<file path="config.mk">
export PLATFORM = sky130hd
export DESIGN_NAME = cordic2_arbiter
export DESIGN_NICKNAME = d
export VERILOG_FILES = /design/src/rtl/cordic2_pkg.sv /design/src/rtl/cordic2_arbiter_rr.sv /design/src/rtl/cordic2_arbiter.sv
export SDC_FILE = /design/constraint.sdc
export NUM_CORES = 1
export LEC_CHECK = 0
export ABC_AREA = 1
export CELL_PAD_IN_SITES_DETAIL_PLACEMENT = 1
export CELL_PAD_IN_SITES_GLOBAL_PLACEMENT = 1
export CORE_MARGIN = 4
export CORE_UTILIZATION = 30
export CTS_BUF_LIST = sky130_fd_sc_hd__clkbuf_4 sky130_fd_sc_hd__clkbuf_8 sky130_fd_sc_hd__clkbuf_16
export CTS_CLUSTER_SIZE = 16
export DETAILED_ROUTE_END_ITERATION = 7
export PLACE_DENSITY = 0.87
export SLEW_MARGIN = 20
export SYNTH_ARGS = -nofsm -noshare
export SYNTH_HDL_FRONTEND = slang
export SYNTH_SLANG_ARGS = --single-unit
</file>
<file path="constraint.sdc">
create_clock -name clk -period 3.9 [get_ports clk]
set_input_delay 1.17 -clock clk [delete_from_list [all_inputs] [get_ports clk]]
set_output_delay 1.17 -clock clk [all_outputs]
set_load 0.01 [all_outputs]
</file>
<file path="src/rtl/cordic2_pkg.sv">
// Shared constants and tag helpers for the cordic2 core and its request arbiter.
package cordic2_pkg;

  localparam int CORDIC_WIDTH   = 32;
  localparam int CORDIC_LATENCY = 16;
  localparam int CORDIC_NREQ    = 2;

  // Tag width for a given requester count; never narrower than one bit.
  function automatic int tag_w(input int n);
    return (n > 2) ? $clog2(n) : 1;
  endfunction

  localparam int TAG_W = tag_w(CORDIC_NREQ);
  typedef logic [TAG_W-1:0] tag_t;

endpackage

</file>
<file path="src/rtl/cordic2_arbiter_rr.sv">
// Combinational round-robin arbiter: first set request at or after ptr, modulo N.
module rr_arbiter #(
  parameter int N  = 2,
  parameter int IW = 1
) (
  input  logic [N-1:0]  req,
  input  logic [IW-1:0] ptr,
  output logic [N-1:0]  gnt,
  output logic [IW-1:0] idx,
  output logic          any
);

  logic [2*N-1:0] dbl;
  logic [N-1:0]   rot;
  logic [IW:0]    sum;

  // Rotate so that bit 0 is the requester at ptr.
  assign dbl = {req, req};
  assign rot = N'(dbl >> ptr);

  always_comb begin
    gnt = '0;
    idx = '0;
    any = 1'b0;
    sum = '0;
    // Descending scan: the lowest rotated position wins.
    for (int k = N - 1; k >= 0; k--) begin
      if (rot[k]) begin
        any = 1'b1;
        sum = {1'b0, ptr} + (IW + 1)'(k);
      end
    end
    if (sum >= (IW + 1)'(N)) sum = sum - (IW + 1)'(N);
    idx = sum[IW-1:0];
    if (any) gnt[idx] = 1'b1;
  end

endmodule

</file>
<file path="src/rtl/cordic2_arbiter.sv">
// Shares one fixed-latency cordic2 core between NREQ requesters; a tag pipeline
// routes each result back to the requester that issued it.
module cordic2_arbiter
  import cordic2_pkg::*;
#(
  parameter int NREQ    = 2,
  parameter int LATENCY = CORDIC_LATENCY,
  parameter int WIDTH   = CORDIC_WIDTH
) (
  input  logic                            clk,
  input  logic                            reset,
  input  logic [NREQ-1:0]                 req_valid,
  input  logic [NREQ-1:0][WIDTH-1:0]      req_theta,
  output logic [NREQ-1:0]                 req_ready,
  output logic [NREQ-1:0]                 resp_valid,
  output logic [WIDTH-1:0]                resp_result,
  output logic [WIDTH-1:0]                core_theta,
  input  logic [WIDTH-1:0]                core_result,
  output logic                            busy,
  output logic [$clog2(LATENCY+1)-1:0]    inflight
);

  localparam int TW = tag_w(NREQ);
  localparam int CW = $clog2(LATENCY + 1);

  if (NREQ < 2 || NREQ > 8) begin : g_chk_nreq
    $error("cordic2_arbiter: NREQ must be in 2..8");
  end
  if (WIDTH != CORDIC_WIDTH) begin : g_chk_width
    $error("cordic2_arbiter: WIDTH must match the core width");
  end
  if (LATENCY < 1) begin : g_chk_lat
    $error("cordic2_arbiter: LATENCY must be at least 1");
  end

  logic [TW-1:0]              rr_ptr;
  logic [TW-1:0]              gnt_idx;
  logic [TW-1:0]              nxt_ptr;
  logic [NREQ-1:0]            gnt;
  logic                       gnt_any;
  logic                       retire;
  logic [LATENCY-1:0]         vld_pipe;
  logic [LATENCY-1:0][TW-1:0] tag_pipe;

  rr_arbiter #(.N(NREQ), .IW(TW)) u_arb (
    .req (req_valid),
    .ptr (rr_ptr),
    .gnt (gnt),
    .idx (gnt_idx),
    .any (gnt_any)
  );

  // Grant is suppressed while reset is held so nothing is promised that won't issue.
  assign req_ready = reset ? gnt : '0;
  assign nxt_ptr   = (gnt_idx == TW'(NREQ - 1)) ? '0 : gnt_idx + TW'(1);
  assign retire    = vld_pipe[LATENCY-1];
  assign busy      = (inflight != '0);

  always_ff @(posedge clk or negedge reset) begin
    if (!reset) begin
      rr_ptr      <= '0;
      core_theta  <= '0;
      vld_pipe    <= '0;
      tag_pipe    <= '0;
      resp_valid  <= '0;
      resp_result <= '0;
      inflight    <= '0;
    end else begin
      if (gnt_any) begin
        core_theta <= req_theta[gnt_idx];
        rr_ptr     <= nxt_ptr;
      end
      // Stage LATENCY-1 lines up with core_result for the same operand.
      vld_pipe[0] <= gnt_any;
      tag_pipe[0] <= gnt_idx;
      for (int i = 1; i < LATENCY; i++) begin
        vld_pipe[i] <= vld_pipe[i-1];
        tag_pipe[i] <= tag_pipe[i-1];
      end
      resp_valid <= '0;
      if (retire) begin
        resp_valid[tag_pipe[LATENCY-1]] <= 1'b1;
        resp_result                     <= core_result;
      end
      case ({gnt_any, retire})
        2'b10:   inflight <= inflight + CW'(1);
        2'b01:   inflight <= inflight - CW'(1);
        default: inflight <= inflight;
      endcase
    end
  end

endmodule

</file>
[Word level (Yosys, flattened, before mapping)]
Cells that the tools add are included.
Cells by class
  add/sub/neg operators: 5
  $lt $le $gt $ge: 5
  eq/ne operators: 2
  shifts and indexed selects: 1
  mux-type cells: 16
  reductions and logical operators: 4
Operator list (count)
  $mux 32: 2
  $mux 2: 5
  $pmux 5 s2: 1
  $mux 1: 6
  $add 5x1->5 const B: 1
  $reduce_bool 5->1: 1
  $sub 5x1->5 const B: 1
  $lt 1x2->1 const B: 2
  $shr 4x1->2: 1
  $add 1x1->2 const B: 1
  $demux 1 s1: 2
  $eq 2x1->1 const B: 1
  $eq 2x2->1 const B: 1
  $ge 1x1->1 const B: 2
  $ge 2x2->1 const B: 1
  $logic_and 1x1->1: 2
  $reduce_bool 2->1: 1
  $add 1x1->1 const B: 1
  $sub 1x1->1 const B: 1
Storage, ports and cells
  flip-flop bits (word level): 104
  input port bits: 100
  output and inout port bits: 74
  logic and storage cells: 55

[Longest topological paths before layout]
Gate-level depths: netlist of the first run.
  depth in word-level cells: 11
  gate-level depth with buffers: 15
  mapped depth without buffers: 13

[Cells and area by module]
Synthesis of the first run repeated with hierarchy kept, for this count alone.
Unflattened totals
  cells, all modules: 415
  area total of the unflattened synthesis: 3947.5 um2
Modules (own cells, without submodules)
  cordic2_arbiter: instances 1, cells an instance 408, area an instance 3917.5 um2, sequential area each 2602.5 um2
  rr_arbiter: instances 1, cells an instance 7, area an instance 30.0 um2, sequential area each 0.0 um2

[Worst setup path before layout of the first run]
OpenSTA, ideal clock, no wires.
  path kind: input to output
  start: input req_valid[0]
  end: output req_ready[1]
  arrival: 1.912 ns
  required time: 2.730 ns
  slack: 0.818 ns
  cell stages on the path: 7
  path buffers: 2
  path through: buf_6 inv_4 nor2_8 nor2_8 inv_8 buf_6 nor2_1
Between the ends
  word-level cells in the longest chain between the ends: 11
  elaborated cells between the ends (all ways): 15
  those cells by class: add/sub (1); order compare (3); shift (1); mux (9); reduce/logical (1)
Ends and longest elaborated chain
  from (decl): line cordic2_arbiter.sv:12  | input logic [NREQ-1:0] req_valid,
  $shr 4x1->2 *: line cordic2_arbiter_rr.sv:19  | assign rot = N'(dbl >> ptr);
  $mux 2 (2 in series): line cordic2_arbiter_rr.sv:28  | if (rot[k]) begin
  $ge 2x2->1 or $sub 1x1->1 (tied branches): line cordic2_arbiter_rr.sv:33  | if (sum >= (IW + 1)'(N)) sum = sum - (IW + 1)'(N);
  $mux 1: line cordic2_arbiter_rr.sv:33
  $lt 1x2->1 (not written as such) or $ge 1x1->1 (tied branches): line cordic2_arbiter_rr.sv:35  | if (any) gnt[idx] = 1'b1;
  $logic_and 1x1->1 (not written as such): line cordic2_arbiter_rr.sv:35
  $mux 1 (not written as such): line cordic2_arbiter_rr.sv:35
  $demux 1 s1
  $mux 2 *: line cordic2_arbiter_rr.sv:35
  $mux 2 *: line cordic2_arbiter.sv:54  | assign req_ready = reset ? gnt : '0;
  to (decl): line cordic2_arbiter.sv:14  | output logic [NREQ-1:0] req_ready,
Every way passes the cells marked *; elsewhere a longest branch is shown, timed or not.

[Worst setup path in the final report of the first run]
  start: input req_valid[0]
  end: output req_ready[0]
Between the ends
  elaborated cells between the ends (all ways): 15
  those cells by class: add/sub (1); order compare (3); shift (1); mux (9); reduce/logical (1)
RTL lines
  $shr 4x1->2 *: line cordic2_arbiter_rr.sv:19
  $mux 1: line cordic2_arbiter_rr.sv:28
  $mux 1 *: line cordic2_arbiter_rr.sv:28
  via gnt_any: line cordic2_arbiter.sv:40  | logic gnt_any;
  $mux 2 *: line cordic2_arbiter_rr.sv:35
  $mux 2 *: line cordic2_arbiter.sv:54
Mark *: on every way through the listed nets, which the timed path passes. The rest lies on a longest branch.

==> summary.md, run 1 <==
| Metric | Value |
|---|---|
| Status | complete, no violations |
| Sequential area share after synthesis | 0.639 |
| Most common cell after layout, fill and taps aside | clkdlybuf4s50_1 |
| Clock H-tree levels | 3 |
| Leading area contributor after synthesis | dfrtp_1 |
| Num rows | 42 |
| Layout Skew | ~0.0046 ns |
| Routability cong. | 0.817 |
| Die width | 124 µm |
| Synth unique cells | 21 |
| Fmax | approximately 260 MHz |
| Startpoint types | primary input |
| Initial core utilization | 0.307 |
| CTS tree | built |
| Inst Count DP | between 700 and 800 |
| Register bit count reported by yosys | approximately 100 |
| Vias | 3566 |
| Rel. slew slack | 0.320 |
| Detail Placement HPWL | 9.42 mm |
| Via-to-Cell Ratio | 4.64 |
| Cell area after synthesis | around 0.0041 mm² |
| Share of layout cells above drive strength 1 | 0.0894 |
| Setup violators final | 0 |
| Detailed Route WL | 12.4 mm |
| Cell Chain, Critical Path | clkdlybuf4s50_1 > buf_4 > nor2_2 > inv_1 > nand3_1 > inv_1 > clkdlybuf4s50_1 |
| Non-filler cells, final | 769 |
| Data arrival time of the worst path | around 2.7 ns |
| CTS Buf Count | 9 |
| Peak supply drop | 194 µV |
| Pin count of the biggest net entering global routing | 66 |
| Slowest stage delay, CP | 0.56 ns |
| Max-slew violation count | 0 |
| DR pass1 iterations | 4 |
| Setup CP Type | in2out |
| Clk pin slew, worst setup/hold paths | 0.07 ns |
| Vias in the first global route | 4039 |
| Leak pwr | 2.80 nW |
| Fin. Hold Viols | 0 |
| Synth top area share | 0.639 |
| Chip Height | 124 µm |
| Fill cells | 1492 |
| Full die area | 0.0155 mm² |
| Synthesized net count | 518 |
| Register area | 0.00260 mm² |
| Wirelength per Cell | 16.1 µm |
| Dominant cells by area after synthesis | dfrtp_1 (64%), nand2_1 (14%), a21oi_1 (4.1%), o21ai_1 (3.6%), nor2_2 (3.4%) |
| Period minus WS final | 3.85 ns |
| DRC Markers | 0 |
| # nets final | 692 |
| Worst-path maximum fanout | 3 |
| Post-DRT Antenna Nets | 0 |
| Slowest CP cell | clkdlybuf4s50_1 |
| # hold bufs at CTS | 0 |
| Port bufs | 173 |
| Clk_lat worst skew | 0.33 ns |
| CTS Buffer Depth | 2 |
| Area of the multi-input gates | 0.00126 mm² |
| Period utilization | 0.986 |
| Setup bufs post-CTS | 0 |
| Synth Instances | 414 |
| Clock tree root driver cell | clkbuf_16 |
| RSZ-0062 raised after global routing | false |
| HP Class | reg2reg |
| PD cells | 459 mW/mm² |
| Core area | roughly 0.013 mm² |
| Synth-to-Final Area Change | 53.8% |
| # IOs | 174 |
| First-pass GRT wire length | ~20 mm |
| Critical Path Sink Type | output pin |
| Synth Area per Inst | between 9 and 10 µm² |
| Maxcap violations | 0 |
| YS warnings | 0 |
| Most frequent cells in the layout | clkdlybuf4s50_1 (172), nand2_1 (151), dfrtp_1 (104) |
| DR iter-0 viols | 130 |
| Inserted Diodes | 0 |
| Initial antenna violation count | 0 |
| Clk sink count | about 100 |
| Setup TNS | 0 ns |
| Total grt overflow | 0 |
| Post-CTS Resized | 0 |
| Critical Path RT | between 2 and 3 ns |
| Worst Tran Pin Value | about 1.0 ns |
| GRT Util Overall | 0.163 |
cell families after synthesis:
| group | synth area share |
|---|---|
| buffers and inverters | 0.0507 |
| adder cells (fa/ha/maj) | 0.0123 |
| flip-flops | 0.639 |
| AO/OA/AOI/OAI | 0.0854 |
| XOR/XNOR | 0.00430 |
| AND/OR/NAND/NOR | 0.208 |
Yosys cell counts:
library cell    n
a21oi_1        33
buf_2           7
buf_6           7
clkbuf_1        6
dfrtp_1       104
ha_1            4
inv_1          14
inv_4           1
inv_8           1
nand2_1       151
nand3_1         6
nand3b_1        1
nor2_1         16
nor2_2         22
nor2_8          2
nor3_1          1
o21ai_0         6
o21ai_1        29
o21bai_1        1
xnor2_1         1
xor2_1          1
worst max-delay path, delay by kind of cell:
kind / cells / cell delay [ns]
AND/OR/NAND/NOR: 2 / 0.12
buffers and inverters: 5 / 1.38
stage by stage:
step / utilization / setup WS (ns) / total power [mW] / hold slack, ns / area, µm²
global placement: 0.450 / 0.105 / 1.95 / 0.332 / 5960
CTS: 0.473 / 0.0397 / 2.92 / 0.348 / 6260
global route: 0.473 / 0.00788 / 3.04 / 0.347 / 6260
floorplan: - / 0.818 / 1.57 / 0.331 / 4070
detailed placement: 0.450 / 0.0504 / 2.00 / 0.337 / 5960
finish: 0.473 / 0.0547 / 2.88 / 0.347 / 6260
sequential cells by signal (all words and copies together) (netlist names):
register     count
core_theta      32
resp_result     32
vld_pipe        16
inflight         5
resp_valid       2
rr_ptr           1
tag_pipe        16
worst paths after layout:
check | start | cells after the start | slack (ns) | endpoint
min in group asynchronous | reset | 2 | 0.97 | resp_result[28]
setup reg to reg | vld_pipe[15] | 11 | 1.76 | inflight[4]
max in group asynchronous | reset | 3 | 1.73 | core_theta[5]
hold reg to reg | tag_pipe[7] | 0 | 0.35 | tag_pipe[8]
hold / removal | tag_pipe[7] | 0 | 0.35 | tag_pipe[8]
setup / recovery | req_valid[0] | 7 | 0.05 | req_ready[0]
final cells by class:
type / instances / area share
clock buffer: 11 / 0.0394
clock inverter: 5 / 0.00899
inverter: 16 / 0.0112
multi-input combinational: 274 / 0.202
sequential: 104 / 0.416
tap: 176 / 0.0352
timing repair buffer: 183 / 0.288
metal layers:
metal | track usage | part of all wire
met5 | 0 | 0
met4 | 0.0651 | 0.025
met3 | 0.0635 | 0.091
met2 | 0.271 | 0.49
met1 | 0.189 | 0.39
where the power goes:
group	total [mW]	internal, mW	switching (mW)
clock network	0.904	0.521	0.383
registers	1.29	1.20	0.0931
logic	0.678	0.360	0.318
Power figures use the tool's default switching activity.
==> run 2: changes to the inputs <==
==> constraint.sdc (replaced) <==
create_clock -name clk -period 3.9 [get_ports clk]
set_input_delay 0.585 -clock clk [delete_from_list [all_inputs] [get_ports clk]]
set_output_delay 0.585 -clock clk [all_outputs]
set_load 0.01 [all_outputs]
==> summary.md, run 2 (synthesized netlist as in run 1, its figures left out) <==
| Metric | Value |
|---|---|
| Status | complete, no violations |
| Clk_lat worst skew | approximately 0.34 ns |
| Critical Path Sink Type | output pin |
| DRC Markers | 0 |
| Startpoint types | primary input |
| Crit path buffers/inverters | 5 |
| Full die area | 0.0155 mm² |
| Max-slew violation count | 0 |
| Critical Path RT | between 3 and 4 ns |
| Non-filler cells, final | 765 |
| Fill cells | 1515 |
| # hold bufs at CTS | 0 |
| Worst-path maximum fanout | 34 |
| Post-CTS Resized | 0 |
| Setup CP Type | in2out |
| Inserted Diodes | 0 |
| Most frequent cells in the layout | clkdlybuf4s50_1 (172), nand2_1 (151), dfrtp_1 (104) |
| Top flop regs | core_theta x32, resp_result x32 |
| Initial core utilization | 0.307 |
| Final core occ | 0.473 |
| Setup TNS | 0 ns |
| Final instance area | 0.00626 mm² |
| R2R Setup Slk | about 1.6 ns |
| Via-to-Cell Ratio | 4.60 |
| Fin. Hold Viols | 0 |
| Area of the multi-input gates | 0.00126 mm² |
| First-pass GRT wire length | roughly 21 mm |
| Clock tree root driver cell | clkbuf_16 |
| Port bufs | 173 |
| Clk pin slew, worst setup/hold paths | 0.07 ns |
| Sw Ratio | 0.270 |
| Net Switching | ~800 µW |
| DR iter-0 viols | 84 |
| Post-DRT Antenna Nets | 0 |
| Clk sink count | roughly 100 |
| Slowest CP cell | clkdlybuf4s50_1 |
| Period utilization | 0.821 |
| Met3 Track Usage GR | 0.0609 |
| Core area | between 0.01 and 0.015 mm² |
| Peak supply drop | 173 µV |
| CTS Buffer Depth | 2 |
| Internal power | 2.15 mW |
| Initial antenna violation count | 0 |
| Cell Chain, Critical Path | clkdlybuf4s50_1 > inv_4 > nor2_8 > nor2_8 > inv_8 > nand3_1 > inv_1 > clkdlybuf4s50_1 |
| Data arrival time of the worst path | 2.62 ns |
| DR pass1 iterations | 4 |
| Global routing usage on met1 | 0.201 |
| Clock H-tree levels | 3 |
| Pin count of the biggest net entering global routing | 66 |
| Routability cong. | 0.793 |
| Most common cell after layout, fill and taps aside | clkdlybuf4s50_1 |
| GRT Util Overall | 0.166 |
| Chip Height | 124 µm |
| Slowest stage delay, CP | 0.80 ns |
| Setup bufs post-CTS | 0 |
| R2r endpoint | inflight[4] |
| Clk network pwr share | 0.333 |
| Vias in the first global route | roughly 3900 |
| Met2 Use GR | 0.270 |
| Share of layout cells above drive strength 1 | 0.0832 |
| Register area | 0.00260 mm² |
| Rel. slew slack | 0.331 |
| RSZ-0062 raised after global routing | false |
| Die width | roughly 120 µm |
| Seq pwr share | 0.439 |
| Maxcap violations | 0 |
| Combinational power share | 0.228 |
| Detailed Route WL | 12.3 mm |
| R2r worst-path depth | 11 |
| Busiest layer in global routing | met2 |
| # nets final | roughly 690 |
| CTS tree | built |
| HP Class | in2async |
| Worst Tran Pin Value | 1.00 ns |
| Pwr Total | 2.95 mW |
| CTS Buf Count | 9 |
| Inst Count DP | 749 |
| Setup violators final | 0 |
| Vias | about 3500 |
| Leak pwr | between 2 and 3 nW |
| Cell family with the largest share of critical-path delay | buffers and inverters |
| Layout Skew | 0.00457 ns |
| Detail Placement HPWL | approximately 9.2 mm |
| Synth-to-Final Area Change | 53.8% |
| Worst flop-to-flop path startpoint | vld_pipe[15] |
| PD cells | about 470 mW/mm² |
| Fmax | between 300 and 400 MHz |
| Post-DP Area | around 0.006 mm² |
| Period minus WS final | roughly 3.2 ns |
| Num rows | between 40 and 50 |
| Wirelength per Cell | 16.0 µm |
| Total grt overflow | 0 |
| # IOs | 174 |
-- run 2: cell count changes in the layout (fill, tap and decap cells not counted), sizes merged --
cell	delta
buf	-4
bufinv	+1
clkbuf	+1
clkinv	-1
clkinvlp	-1
-- run 2: worst max-delay path by stage --
| stage | from | depth (start not counted) | slack [ns] | to |
|---|---|---|---|---|
| after global routing | req_valid[0] | 8 | 0.57 | req_ready[0] |
| final | req_valid[0] | 8 | 0.70 | req_ready[0] |
| after detailed placement | req_valid[0] | 8 | 0.68 | req_ready[0] |
| after CTS | req_valid[0] | 8 | 0.67 | req_ready[0] |
| after floorplan | req_valid[0] | 14 | 1.72 | inflight[4] |
| after global placement | req_valid[0] | 8 | 0.72 | req_ready[0] |
-- run 2: final cells by class --
| class | count | area share |
|---|---|---|
| Multi-Input combinational cell | 274 | 0.202 |
| Tap cell | 176 | 0.0352 |
| Timing Repair Buffer | 179 | 0.283 |
| Sequential cell | 104 | 0.416 |
| Inverter | 16 | 0.0112 |
| Clock inverter | 4 | 0.0124 |
| Clock buffer | 12 | 0.0406 |
-- run 2: power by group through the flow --
stage          combinational, mW  sequential (mW)  clock [mW]
2_1_floorplan              0.231             1.34           0
3_3_place_gp               0.643             1.31           0
3_5_place_dp               0.678             1.32           0
4_1_cts                    0.682             1.30        1.01
5_1_grt                    0.738             1.32        1.08
6_report                   0.671             1.30       0.982
-- run 2: per-layer routing --
metal  vias to the layer above  part of all wire  wire, µm
li1                       1641                 -         -
met1                      1694              0.42      5130
met2                       161              0.47      5810
met3                        20             0.085      1040
met4                         0             0.022       269
met5                         -                 0         0
-- run 2: per-stage QoR --
stage          hold slack (ns)  setup WS, ns
6_report                 0.227         0.696
5_1_grt                  0.262         0.575
4_1_cts                  0.239         0.674
3_5_place_dp             0.338         0.683
3_3_place_gp             0.332         0.721
2_1_floorplan            0.289          1.72
